File: src/rtl/nametable_sched_pkg.sv
// Shared definitions for the name-table write scheduler: MMIO map, FSM states
// and the buffered byte-write entry format.
package nametable_sched_pkg;

  localparam logic [15:0] NT_PTR_DATA = 16'hFFFF;
  localparam logic [15:0] NT_DMA_SRC  = 16'hFFFE;
  localparam logic [15:0] NT_DMA_LEN  = 16'hFFFD;

  localparam int unsigned NT_ADDR_W = 13;

  typedef enum logic [1:0] {
    IDLE,
    DRAIN,
    REQ,
    XFER
  } schedState_t;

  typedef struct packed {
    logic [NT_ADDR_W-1:0] addr;
    logic [7:0]           data;
  } ntEntry_t;

endpackage

File: src/rtl/nametable_write_scheduler_if.sv
// CPU write bus, RAM read port and PPU name-table write port of the scheduler.
// master = scheduler side, slave = surrounding system side.
interface nametable_write_scheduler_if #(
  parameter int unsigned NtAddrWidth = 13
);
  logic                   cpuWriteEnable;
  logic [15:0]            cpuWriteAddr;
  logic [15:0]            cpuWriteData;
  logic                   dmaReadReq;
  logic [15:0]            dmaReadAddr;
  logic                   dmaReadGrant;
  logic [15:0]            ramReadData;
  logic                   nameTableWriteEnable;
  logic [NtAddrWidth-1:0] nameTableWriteAddr;
  logic [7:0]             nameTableWriteData;
  logic                   busy;
  logic                   fifoOverflow;
  logic                   cmdError;

  modport master (
    input  cpuWriteEnable, cpuWriteAddr, cpuWriteData, dmaReadGrant, ramReadData,
    output dmaReadReq, dmaReadAddr, nameTableWriteEnable, nameTableWriteAddr,
           nameTableWriteData, busy, fifoOverflow, cmdError
  );

  modport slave (
    output cpuWriteEnable, cpuWriteAddr, cpuWriteData, dmaReadGrant, ramReadData,
    input  dmaReadReq, dmaReadAddr, nameTableWriteEnable, nameTableWriteAddr,
           nameTableWriteData, busy, fifoOverflow, cmdError
  );
endinterface

File: src/rtl/sync_fifo.sv
// Single-clock FIFO with show-ahead head; a push into a full FIFO is accepted
// when a pop happens in the same cycle.
module sync_fifo #(
  parameter int unsigned Width = 8,
  parameter int unsigned Depth = 4
) (
  input  logic                   clk,
  input  logic                   rstN,
  input  logic                   push,
  input  logic [Width-1:0]       pushData,
  input  logic                   pop,
  output logic [Width-1:0]       popData,
  output logic                   full,
  output logic                   empty,
  output logic [$clog2(Depth):0] count
);
  localparam int unsigned AddrW = $clog2(Depth);

  logic [Width-1:0] mem [Depth];
  logic [AddrW-1:0] wrPtr, rdPtr;
  logic             doPush, doPop;

  assign empty   = (count == '0);
  assign full    = (count == (AddrW + 1)'(Depth));
  assign doPop   = pop && !empty;
  assign doPush  = push && (!full || doPop);
  assign popData = mem[rdPtr];

  always_ff @(posedge clk) begin
    if (doPush) mem[wrPtr] <= pushData;
  end

  always_ff @(posedge clk or negedge rstN) begin
    if (!rstN) begin
      wrPtr <= '0;
      rdPtr <= '0;
      count <= '0;
    end else begin
      if (doPush) wrPtr <= wrPtr + 1'b1;
      if (doPop)  rdPtr <= rdPtr + 1'b1;
      if (doPush && !doPop)      count <= count + 1'b1;
      else if (doPop && !doPush) count <= count - 1'b1;
    end
  end
endmodule

File: src/rtl/nametable_write_scheduler.sv
// Sole driver of the PPU name-table write port: decodes CPU MMIO writes, buffers
// byte writes in a FIFO and runs the RAM-to-name-table copy engine.
module nametable_write_scheduler
  import nametable_sched_pkg::*;
#(
  parameter int unsigned FifoDepth   = 4,
  parameter int unsigned NtAddrWidth = 13
) (
  input logic                         clk,
  input logic                         rstN,
  nametable_write_scheduler_if.master bus
);
  localparam int unsigned CntW = $clog2(FifoDepth) + 1;

  schedState_t            state;
  logic [NtAddrWidth-1:0] ptr, dmaDst, dmaCount;
  logic [15:0]            dmaSrc;
  logic [CntW-1:0]        drainLeft;

  logic                   wrEn, reqQ, ovfQ, errQ;
  logic [NtAddrWidth-1:0] wrAddr;
  logic [7:0]             wrData;
  logic [15:0]            rdAddr;

  logic                   isPtrData, setPtr, byteWr, setSrc, lenWr, startReq, dmaStart;
  logic [NtAddrWidth-1:0] dmaLen;

  ntEntry_t                  pushEntry, headEntry;
  logic [$bits(ntEntry_t)-1:0] headBits;
  logic                      fifoPop, fifoFull, fifoEmpty;
  logic [CntW-1:0]           fifoCount;

  assign isPtrData = bus.cpuWriteEnable && (bus.cpuWriteAddr == NT_PTR_DATA);
  assign setPtr    = isPtrData && bus.cpuWriteData[15];
  assign byteWr    = isPtrData && !bus.cpuWriteData[15];
  assign setSrc    = bus.cpuWriteEnable && (bus.cpuWriteAddr == NT_DMA_SRC);
  assign lenWr     = bus.cpuWriteEnable && (bus.cpuWriteAddr == NT_DMA_LEN);
  assign dmaLen    = bus.cpuWriteData[NtAddrWidth-1:0];
  assign startReq  = lenWr && (dmaLen != '0);
  assign dmaStart  = startReq && (state == IDLE);

  assign pushEntry = '{addr: NT_ADDR_W'(ptr), data: bus.cpuWriteData[7:0]};
  assign headEntry = ntEntry_t'(headBits);

  // DRAIN only pops the entries that were queued before the DMA start.
  always_comb begin
    fifoPop = 1'b0;
    unique case (state)
      IDLE:    fifoPop = !fifoEmpty;
      DRAIN:   fifoPop = (drainLeft != '0);
      default: fifoPop = 1'b0;
    endcase
  end

  sync_fifo #(
    .Width ($bits(ntEntry_t)),
    .Depth (FifoDepth)
  ) u_fifo (
    .clk      (clk),
    .rstN     (rstN),
    .push     (byteWr),
    .pushData (pushEntry),
    .pop      (fifoPop),
    .popData  (headBits),
    .full     (fifoFull),
    .empty    (fifoEmpty),
    .count    (fifoCount)
  );

  always_ff @(posedge clk or negedge rstN) begin
    if (!rstN) begin
      state     <= IDLE;
      ptr       <= '0;
      dmaSrc    <= '0;
      dmaDst    <= '0;
      dmaCount  <= '0;
      drainLeft <= '0;
      wrEn      <= 1'b0;
      wrAddr    <= '0;
      wrData    <= '0;
      reqQ      <= 1'b0;
      rdAddr    <= '0;
      ovfQ      <= 1'b0;
      errQ      <= 1'b0;
    end else begin
      wrEn <= 1'b0;
      if (byteWr && fifoFull && !fifoPop) ovfQ <= 1'b1;
      if (startReq && (state != IDLE))    errQ <= 1'b1;

      if (setPtr)        ptr <= bus.cpuWriteData[NtAddrWidth-1:0];
      else if (byteWr)   ptr <= ptr + 1'b1;
      else if (dmaStart) ptr <= ptr + dmaLen;

      if (fifoPop) begin
        wrEn   <= 1'b1;
        wrAddr <= NtAddrWidth'(headEntry.addr);
        wrData <= headEntry.data;
      end

      unique case (state)
        IDLE: begin
          if (dmaStart) begin
            dmaDst    <= ptr;
            dmaCount  <= dmaLen;
            drainLeft <= fifoCount - CntW'(fifoPop);
            state     <= DRAIN;
          end
        end
        DRAIN: begin
          if (drainLeft == '0) begin
            reqQ   <= 1'b1;
            rdAddr <= dmaSrc;
            state  <= REQ;
          end else begin
            drainLeft <= drainLeft - 1'b1;
          end
        end
        REQ: begin
          if (bus.dmaReadGrant) begin
            reqQ  <= 1'b0;
            state <= XFER;
          end
        end
        XFER: begin
          wrEn     <= 1'b1;
          wrAddr   <= dmaDst;
          wrData   <= bus.ramReadData[7:0];
          dmaDst   <= dmaDst + 1'b1;
          dmaSrc   <= dmaSrc + 1'b1;
          dmaCount <= dmaCount - 1'b1;
          if (dmaCount == NtAddrWidth'(1)) begin
            state <= IDLE;
          end else begin
            reqQ   <= 1'b1;
            rdAddr <= dmaSrc + 1'b1;
            state  <= REQ;
          end
        end
        default: state <= IDLE;
      endcase

      if (setSrc) dmaSrc <= bus.cpuWriteData;
    end
  end

  assign bus.nameTableWriteEnable = wrEn;
  assign bus.nameTableWriteAddr   = wrAddr;
  assign bus.nameTableWriteData   = wrData;
  assign bus.dmaReadReq           = reqQ;
  assign bus.dmaReadAddr          = rdAddr;
  assign bus.fifoOverflow         = ovfQ;
  assign bus.cmdError             = errQ;
  assign bus.busy                 = !fifoEmpty || (state != IDLE) || wrEn;
endmodule

File: src/flat_wrapper.sv
// flat-port wrapper written by rule: the top's interface ports become plain ports
module nametable_write_scheduler_flat import nametable_sched_pkg::*;
#(
  parameter int unsigned FifoDepth   = 4,
  parameter int unsigned NtAddrWidth = 13
)
  (clk, rstN, bus_cpuWriteEnable, bus_cpuWriteAddr, bus_cpuWriteData, bus_dmaReadGrant, bus_ramReadData, bus_dmaReadReq, bus_dmaReadAddr, bus_nameTableWriteEnable, bus_nameTableWriteAddr, bus_nameTableWriteData, bus_busy, bus_fifoOverflow, bus_cmdError);
  nametable_write_scheduler_if #(.NtAddrWidth(NtAddrWidth)) bus_i ();
  input logic clk;
  input logic rstN;
  input wire logic [$bits(bus_i.cpuWriteEnable)-1:0] bus_cpuWriteEnable;
  input wire logic [$bits(bus_i.cpuWriteAddr)-1:0] bus_cpuWriteAddr;
  input wire logic [$bits(bus_i.cpuWriteData)-1:0] bus_cpuWriteData;
  input wire logic [$bits(bus_i.dmaReadGrant)-1:0] bus_dmaReadGrant;
  input wire logic [$bits(bus_i.ramReadData)-1:0] bus_ramReadData;
  output wire logic [$bits(bus_i.dmaReadReq)-1:0] bus_dmaReadReq;
  output wire logic [$bits(bus_i.dmaReadAddr)-1:0] bus_dmaReadAddr;
  output wire logic [$bits(bus_i.nameTableWriteEnable)-1:0] bus_nameTableWriteEnable;
  output wire logic [$bits(bus_i.nameTableWriteAddr)-1:0] bus_nameTableWriteAddr;
  output wire logic [$bits(bus_i.nameTableWriteData)-1:0] bus_nameTableWriteData;
  output wire logic [$bits(bus_i.busy)-1:0] bus_busy;
  output wire logic [$bits(bus_i.fifoOverflow)-1:0] bus_fifoOverflow;
  output wire logic [$bits(bus_i.cmdError)-1:0] bus_cmdError;
  assign bus_i.cpuWriteEnable = bus_cpuWriteEnable;
  assign bus_i.cpuWriteAddr = bus_cpuWriteAddr;
  assign bus_i.cpuWriteData = bus_cpuWriteData;
  assign bus_i.dmaReadGrant = bus_dmaReadGrant;
  assign bus_i.ramReadData = bus_ramReadData;
  assign bus_dmaReadReq = bus_i.dmaReadReq;
  assign bus_dmaReadAddr = bus_i.dmaReadAddr;
  assign bus_nameTableWriteEnable = bus_i.nameTableWriteEnable;
  assign bus_nameTableWriteAddr = bus_i.nameTableWriteAddr;
  assign bus_nameTableWriteData = bus_i.nameTableWriteData;
  assign bus_busy = bus_i.busy;
  assign bus_fifoOverflow = bus_i.fifoOverflow;
  assign bus_cmdError = bus_i.cmdError;
  nametable_write_scheduler #(.FifoDepth(FifoDepth), .NtAddrWidth(NtAddrWidth)) u_core (.clk(clk), .rstN(rstN), .bus(bus_i));
endmodule
File: config.mk
export PLATFORM = sky130hd
export DESIGN_NAME = nametable_write_scheduler_flat
export DESIGN_NICKNAME = d
export VERILOG_FILES = /design/src/rtl/nametable_sched_pkg.sv /design/src/rtl/nametable_write_scheduler_if.sv /design/src/rtl/sync_fifo.sv /design/src/rtl/nametable_write_scheduler.sv /design/src/flat_wrapper.sv
export SDC_FILE = /design/constraint.sdc
export NUM_CORES = 1
export LEC_CHECK = 0
export CAP_MARGIN = 20
export CORE_MARGIN = 3
export CORE_UTILIZATION = 50
export DETAILED_ROUTE_END_ITERATION = 10
export PLACE_DENSITY_LB_ADDON = 0.15
export SYNTH_ARGS = -nofsm -noshare
export SYNTH_HDL_FRONTEND = slang
export SYNTH_SLANG_ARGS = --single-unit
File: constraint.sdc
create_clock -name clk -period 8.6 [get_ports clk]
set_input_delay 1.72 -clock clk [delete_from_list [all_inputs] [get_ports clk]]
set_output_delay 1.72 -clock clk [all_outputs]
set_load 0.01 [all_outputs]
### Yosys cells after proc, flatten, opt, wreduce, memory -nomap -nowiden

Memories as Yosys holds them, arrays and structs flattened.
Index checks and enable logic that the tools add are counted.

| operators by class | value |
|---|---|
| add/sub/neg operators | 11 |
| equal/unequal tests | 13 |
| muxes and demuxes | 35 |
| reductions and logical operators | 42 |

Operators by type and width:

| cell | number |
|---|---|
| 2-to-1 mux 13 bit | 7 |
| 2-to-1 mux 16 bit | 4 |
| case mux 13 bit (2 select lines) | 2 |
| equality test 16 bit (second input constant) | 3 |
| case mux 16 bit (2 select lines) | 1 |
| adder 13 x 1 -> 13 bit (second input constant) | 2 |
| adder 16 x 1 -> 16 bit (second input constant) | 1 |
| 2-to-1 mux 8 bit | 2 |
| logical AND 1 bit | 14 |
| nonzero test 2 bit | 7 |
| adder 13 bit | 1 |
| equality test 13 x 1 -> 1 bit (second input constant) | 1 |
| nonzero test 13 bit | 1 |
| subtractor 13 x 1 -> 13 bit (second input constant) | 1 |
| 2-to-1 mux 3 bit | 4 |
| AND reduction 3 bit | 3 |
| nonzero test 3 bit | 3 |
| 2-to-1 mux 2 bit | 4 |
| case mux 2 bit (4 select lines) | 1 |
| 2-to-1 mux 1 bit | 7 |
| logical NOT 1 bit | 6 |
| logical NOT 3 bit | 2 |
| inequality test 2 bit (second input constant) | 3 |
| case mux 3 bit (2 select lines) | 1 |
| other kinds (14) | 20 |

| word-level totals | value |
|---|---|
| register bits after elaboration | 108 |
| bits in writable memories | 84 |
| bits of input ports | 52 |
| output and inout port bits | 42 |
| word-level logic and storage cells | 118 |
| memories | 1 |

Memories:

| memory | depth | width | rd ports | clocked after memory_dff | wr ports | line | source |
|---|---|---|---|---|---|---|---|
| u_core.u_fifo.mem | 4 | 21 | 1 | 0 | 1 | sync_fifo.sv:19 | `logic [Width-1:0] mem [Depth];` |

### Logic depth before layout (Yosys ltp)

| logic depth | value |
|---|---|
| depth after elaboration | 10 |
| depth in mapped cells | 12 |
| mapped depth without buffers | 12 |

### Hierarchy

A second synthesis with hierarchy kept.

| second synthesis, totals | value |
|---|---|
| cell total of the unflattened synthesis | 775 |
| area total of the unflattened synthesis | 9182.6 sq um |

Modules (own cells, without submodules):

| module | times used | cells an instance | area an instance (sq um) | seq. area each (sq um) |
|---|---|---|---|---|
| nametable_write_scheduler | 1 | 630 | 5677.9 | 2527.4 |
| sync_fifo | 1 | 145 | 3504.6 | 2697.6 |

### Least setup slack after synthesis

OpenSTA, ideal clock, no wires.

| path | value |
|---|---|
| path kind | input port to flip-flop |
| start point | in bus_cpuWriteAddr[10] |
| end point | reg u_core.ptr[12] |
| library setup time | 0.128 ns |
| data arrival time | 4.135 ns |
| required time | 8.472 ns |
| setup slack | 4.337 ns |
| stages on the path | 10 |
| path buffers | 0 |
| path through | nand4_1 -> nor4_1 -> nand4b_1 -> and2_1 -> fa_1 -> a211oi_1 -> o21ai_0 -> a31oi_1 -> mux2i_1 -> a211oi_1 |

| on the way | value |
|---|---|
| cells in the longest elaborated chain, start to end | 5 |
| elaborated cells on any way between the ends | 11 |
| classes of those cells | 2 x eq/ne; 2 x mux; 7 x reduce/logical |

RTL lines:

| element | line | source |
|---|---|---|
| from (decl) | flat_wrapper.sv:12 | `input wire logic [$bits(bus_i.cpuWriteAddr)-1:0] bus_cpuWriteAddr;` |
| equality test 16 bit, on equally long branches | nametable_write_scheduler.sv:33, nametable_write_scheduler.sv:37 |  |
| logical AND 1 bit, on equally long branches | nametable_write_scheduler.sv:33, nametable_write_scheduler.sv:37 |  |
| logical AND 1 bit, on equally long branches | nametable_write_scheduler.sv:35, nametable_write_scheduler.sv:39 |  |
| 2-to-1 mux 13 bit / logical AND 1 bit (equally long branches) | nametable_write_scheduler.sv:91, nametable_write_scheduler.sv:40 |  |
| 2-to-1 mux 13 bit / nonzero test 3 bit (equally long branches) | - |  |
| to (signal assigned) | nametable_write_scheduler.sv:90 | `if (setPtr) ptr <= bus.cpuWriteData[NtAddrWidth-1:0];` |
| to (signal assigned) | nametable_write_scheduler.sv:91 | `else if (byteWr) ptr <= ptr + 1'b1;` |
| to (signal assigned) | nametable_write_scheduler.sv:92 | `else if (dmaStart) ptr <= ptr + dmaLen;` |
| to (decl) | nametable_write_scheduler.sv:16 | `logic [NtAddrWidth-1:0] ptr, dmaDst, dmaCount;` |

Several ways; a longest one is shown, not always the timed one.
A chain may end at the register's enable or synchronous reset.

### Final worst setup path

| path | value |
|---|---|
| start point | in bus_cpuWriteAddr[7] |
| end point | reg u_core.ptr[12] |

Same word-level chain as after synthesis.

==> metrics <==
TritonRoute pass-1 iters=6; initial antenna violation count=0; share of layout cells above drive strength 1=0.0964; achievable frequency=around 180 MHz; RR Endpoint=u_core.u_fifo.count[2]; cts repair resizes=0; CP Data Required Time=8920 ps; Crit-path slowest cell=nand4b_1; DR WL/cell=between 15 and 20 µm; Initial Util=0.516; period utilization=0.630; detailed placement HPWL=around 14000 µm; crit-path max cell delay=between 600 and 700 ps; power density over the cells=roughly 300 nW/µm²; status=finished, final reports clean; maximum clock path buffer count=2; drt total wl=~22000 µm; sequence of cells on the critical path=clkdlybuf4s50_1 -> nand4_1 -> nor4_1 -> nand4b_1 -> and2_1 -> fa_1 -> a211oi_1 -> o21ai_0 -> a31oi_1 -> mux2i_1 -> a211oi_1; Hold Startpoint=u_core.bus.nameTableWriteData[2]; Hold Vio Cnt, Final=0; count of different cell masters after synthesis=67; share of the yosys chip area belonging to registers=0.559; setup_tns=0 ps; drt first-iter violations=between 500 and 600; clk sinks=~190; via/cell ratio=5.96; mean post-synth cell area=~12 µm²; Netlist Area Pre-Place=~9400 µm²; final cell count without fillers=around 1100; final setup margin=3180 ps; All-Layer GR Usage=0.220; Worst VDD drop=around 0.20 mV; Post-synth ARST share=0.563; max cap viols=0; CTS Buf Count=17; top_reg_cell synth=dfrtp_1; total gr overflow=0; EDFF count, synth=84; CP startpoint kind=input pin; Ports=94; Post-Place Setup Slack=roughly 2800 ps; total number of vias=between 6000 and 7000; worst reg-to-reg setup slack=approximately 5200 ps; commonest cells after routing, fill and taps aside=dfrtp_1 (108), clkdlybuf4s50_1 (84), edfxtp_1 (84), a21oi_1 (79), o21ai_0 (70); Pleak=4.35 nW; Worst Reg-to-Reg Cells=12; Worst Hold End=u_core.bus.nameTableWriteData[2]; H-tree depth=4; Chip Height=between 100 and 150 µm; Slew HR=0.294; cell taking the most area after synthesis=dfrtp_1; Slew Viols, Final=0; die area=20400 µm²; post-synth top area share=0.289; WHS Path Cells=2; Die Span X=between 100 and 150 µm; Worst Tran Pin Value=around 1100 ps; row count=49; CTS tree=yes; Clock Tree Root=clkbuf_16; Synthesized Nets=a little under 900; Diodes inserted=0; CP Data Arrival Time=roughly 5700 ps; cell area after layout=11000 µm²; Post-Place Cells=1088; delay-heaviest family, CP=simple AND/OR/NAND/NOR gates; CP Max Fanout=14; number of remaining DRC errors=0; Worst-path clk slew=70 ps; dpl cell area=10400 µm²; largest net degree at the start of global routing=74; vias in the first global route=6785; RSZ-0062 raised after global routing=no; clk_lat worst skew=between 400 and 500 ps; final total power=roughly 3.3 mW; Clock Skew=between 10 and 15 ps; post-route minimum period=roughly 5400 ps; CP Buf/Inv Count=1; Area Overhead vs Synth=17.6%; most common cell after layout, fill and taps aside=dfrtp_1; Final Net Count=approximately 960; Yosys reg bits=between 150 and 200; Post-CTS Setup Inserts=0; routability cong.=between 0.9 and 1; crit-path most repeated cell=a211oi_1; Hold Buf Count CTS=0; first-pass GRT wire length=35100 µm; Final Setup Violations=0; reg2reg start=u_core.state[1]; CP endpoint kind=flip-flop; antenna-violating nets left=0; Synth Instances=800; I/O Buffers=85; synthesis warning total=0; Core Area=18100 µm²; Worst Hold Class=reg2reg; path type of the worst setup path=in2reg; top cells by area, synth=dfrtp_1 (29%), edfxtp_1 (27%), mux4_2 (5.1%), a21oi_1 (4.2%), ha_1 (3.9%)
==> logic make-up after synthesis <==
kind of cell,share of synthesized area
simple gates,0.117
compound gates,0.135
flops,0.559
buf+inv,0.0288
mux,0.0901
fa+ha+maj,0.0431
xor+xnor,0.0271
==> routing by layer <==
metal  share of wire  track usage  up-vias  wire, µm
met4           0.017       0.0725        0       366
li1                -            -     3115         -
met2            0.49        0.359      206     10600
met5               0            0        -         0
met1            0.44        0.297     3329      9590
met3           0.050       0.0452       30      1090
==> worst max-delay path by stage <==
stage               slack, ps  cells past startpoint              to                 start
floorplan                4340                     10  u_core.ptr[12]  bus_cpuWriteAddr[10]
global placement         2890                     11  u_core.ptr[12]   bus_cpuWriteAddr[7]
detailed placement       2800                     11  u_core.ptr[12]  bus_cpuWriteAddr[10]
CTS                      3240                     11  u_core.ptr[12]  bus_cpuWriteAddr[10]
global route             2910                     12  u_core.ptr[10]  bus_cpuWriteAddr[10]
finish                   3180                     11  u_core.ptr[12]   bus_cpuWriteAddr[7]
==> worst reg2reg max path: stages (launching register included) <==
cell and delay, ps:
dfrtp_1 420, inv_1 200, ha_1 280, inv_1 150, a21oi_1 420, nor2_1 120
a31oi_1 530, ha_1 300, inv_1 70, fa_1 370, xor2_1 180, nor2_1 110
xor2_1 150
==> per-stage QoR <==
stage / utilization / hold WS, ps
6_report: 0.606 / 478
4_1_cts: 0.605 / 484
3_3_place_gp: 0.573 / 460
2_1_floorplan: - / 450
3_5_place_dp: 0.575 / 469
5_1_grt: 0.606 / 505
==> cells in the mapped netlist (4+ instances only) <==
cell	n
a211oi_1	4
a21o_1	6
a21oi_1	79
a31oi_1	11
and2_1	16
and3_1	5
and4_1	4
buf_2	8
buf_6	4
clkbuf_1	23
dfrtp_1	108
edfxtp_1	84
ha_1	29
inv_1	22
mux2i_1	31
mux4_2	21
nand2_1	59
nand2b_1	7
nand3_1	19
nand4_1	10
nor2_1	60
nor3_1	8
nor4_1	6
o21a_1	4
o21ai_0	70
o2bb2ai_1	4
o31ai_1	7
xnor2_1	13
xor2_1	16
==> registers in the layout, summed over array words and instances, names as in the netlist <==
| signal | count |
|---|---|
| u_core.bus.nameTableWriteEnable | 1 |
| u_core.u_fifo.wrPtr | 2 |
| u_core.bus.dmaReadReq | 1 |
| u_core.ptr | 13 |
| u_core.bus.nameTableWriteAddr | 13 |
| u_core.u_fifo.rdPtr | 2 |
| u_core.bus.cmdError | 1 |
| u_core.drainLeft | 3 |
| u_core.dmaCount | 13 |
| u_core.bus.fifoOverflow | 1 |
| u_core.dmaSrc | 16 |
| u_core.dmaDst | 13 |
| u_core.bus.dmaReadAddr | 16 |
| u_core.bus.nameTableWriteData | 8 |
| u_core.u_fifo.count | 3 |
| u_core.state | 2 |
| u_core.u_fifo.mem | 84 |
==> power breakdown <==
group	switching [mW]	internal, mW
registers	0.175	1.15
clock network	0.368	0.380
logic	0.659	0.552
==> cell type report <==
class,count,area [µm²]
clock inverter,14,125
inverter,23,86.3
fill,1444,7150
tap,229,287
multi-input combinational,547,3870
sequential,192,5230
timing repair buffer,98,973
clock buffer,18,429
Note: power is estimated with default switching activity, not from simulation.
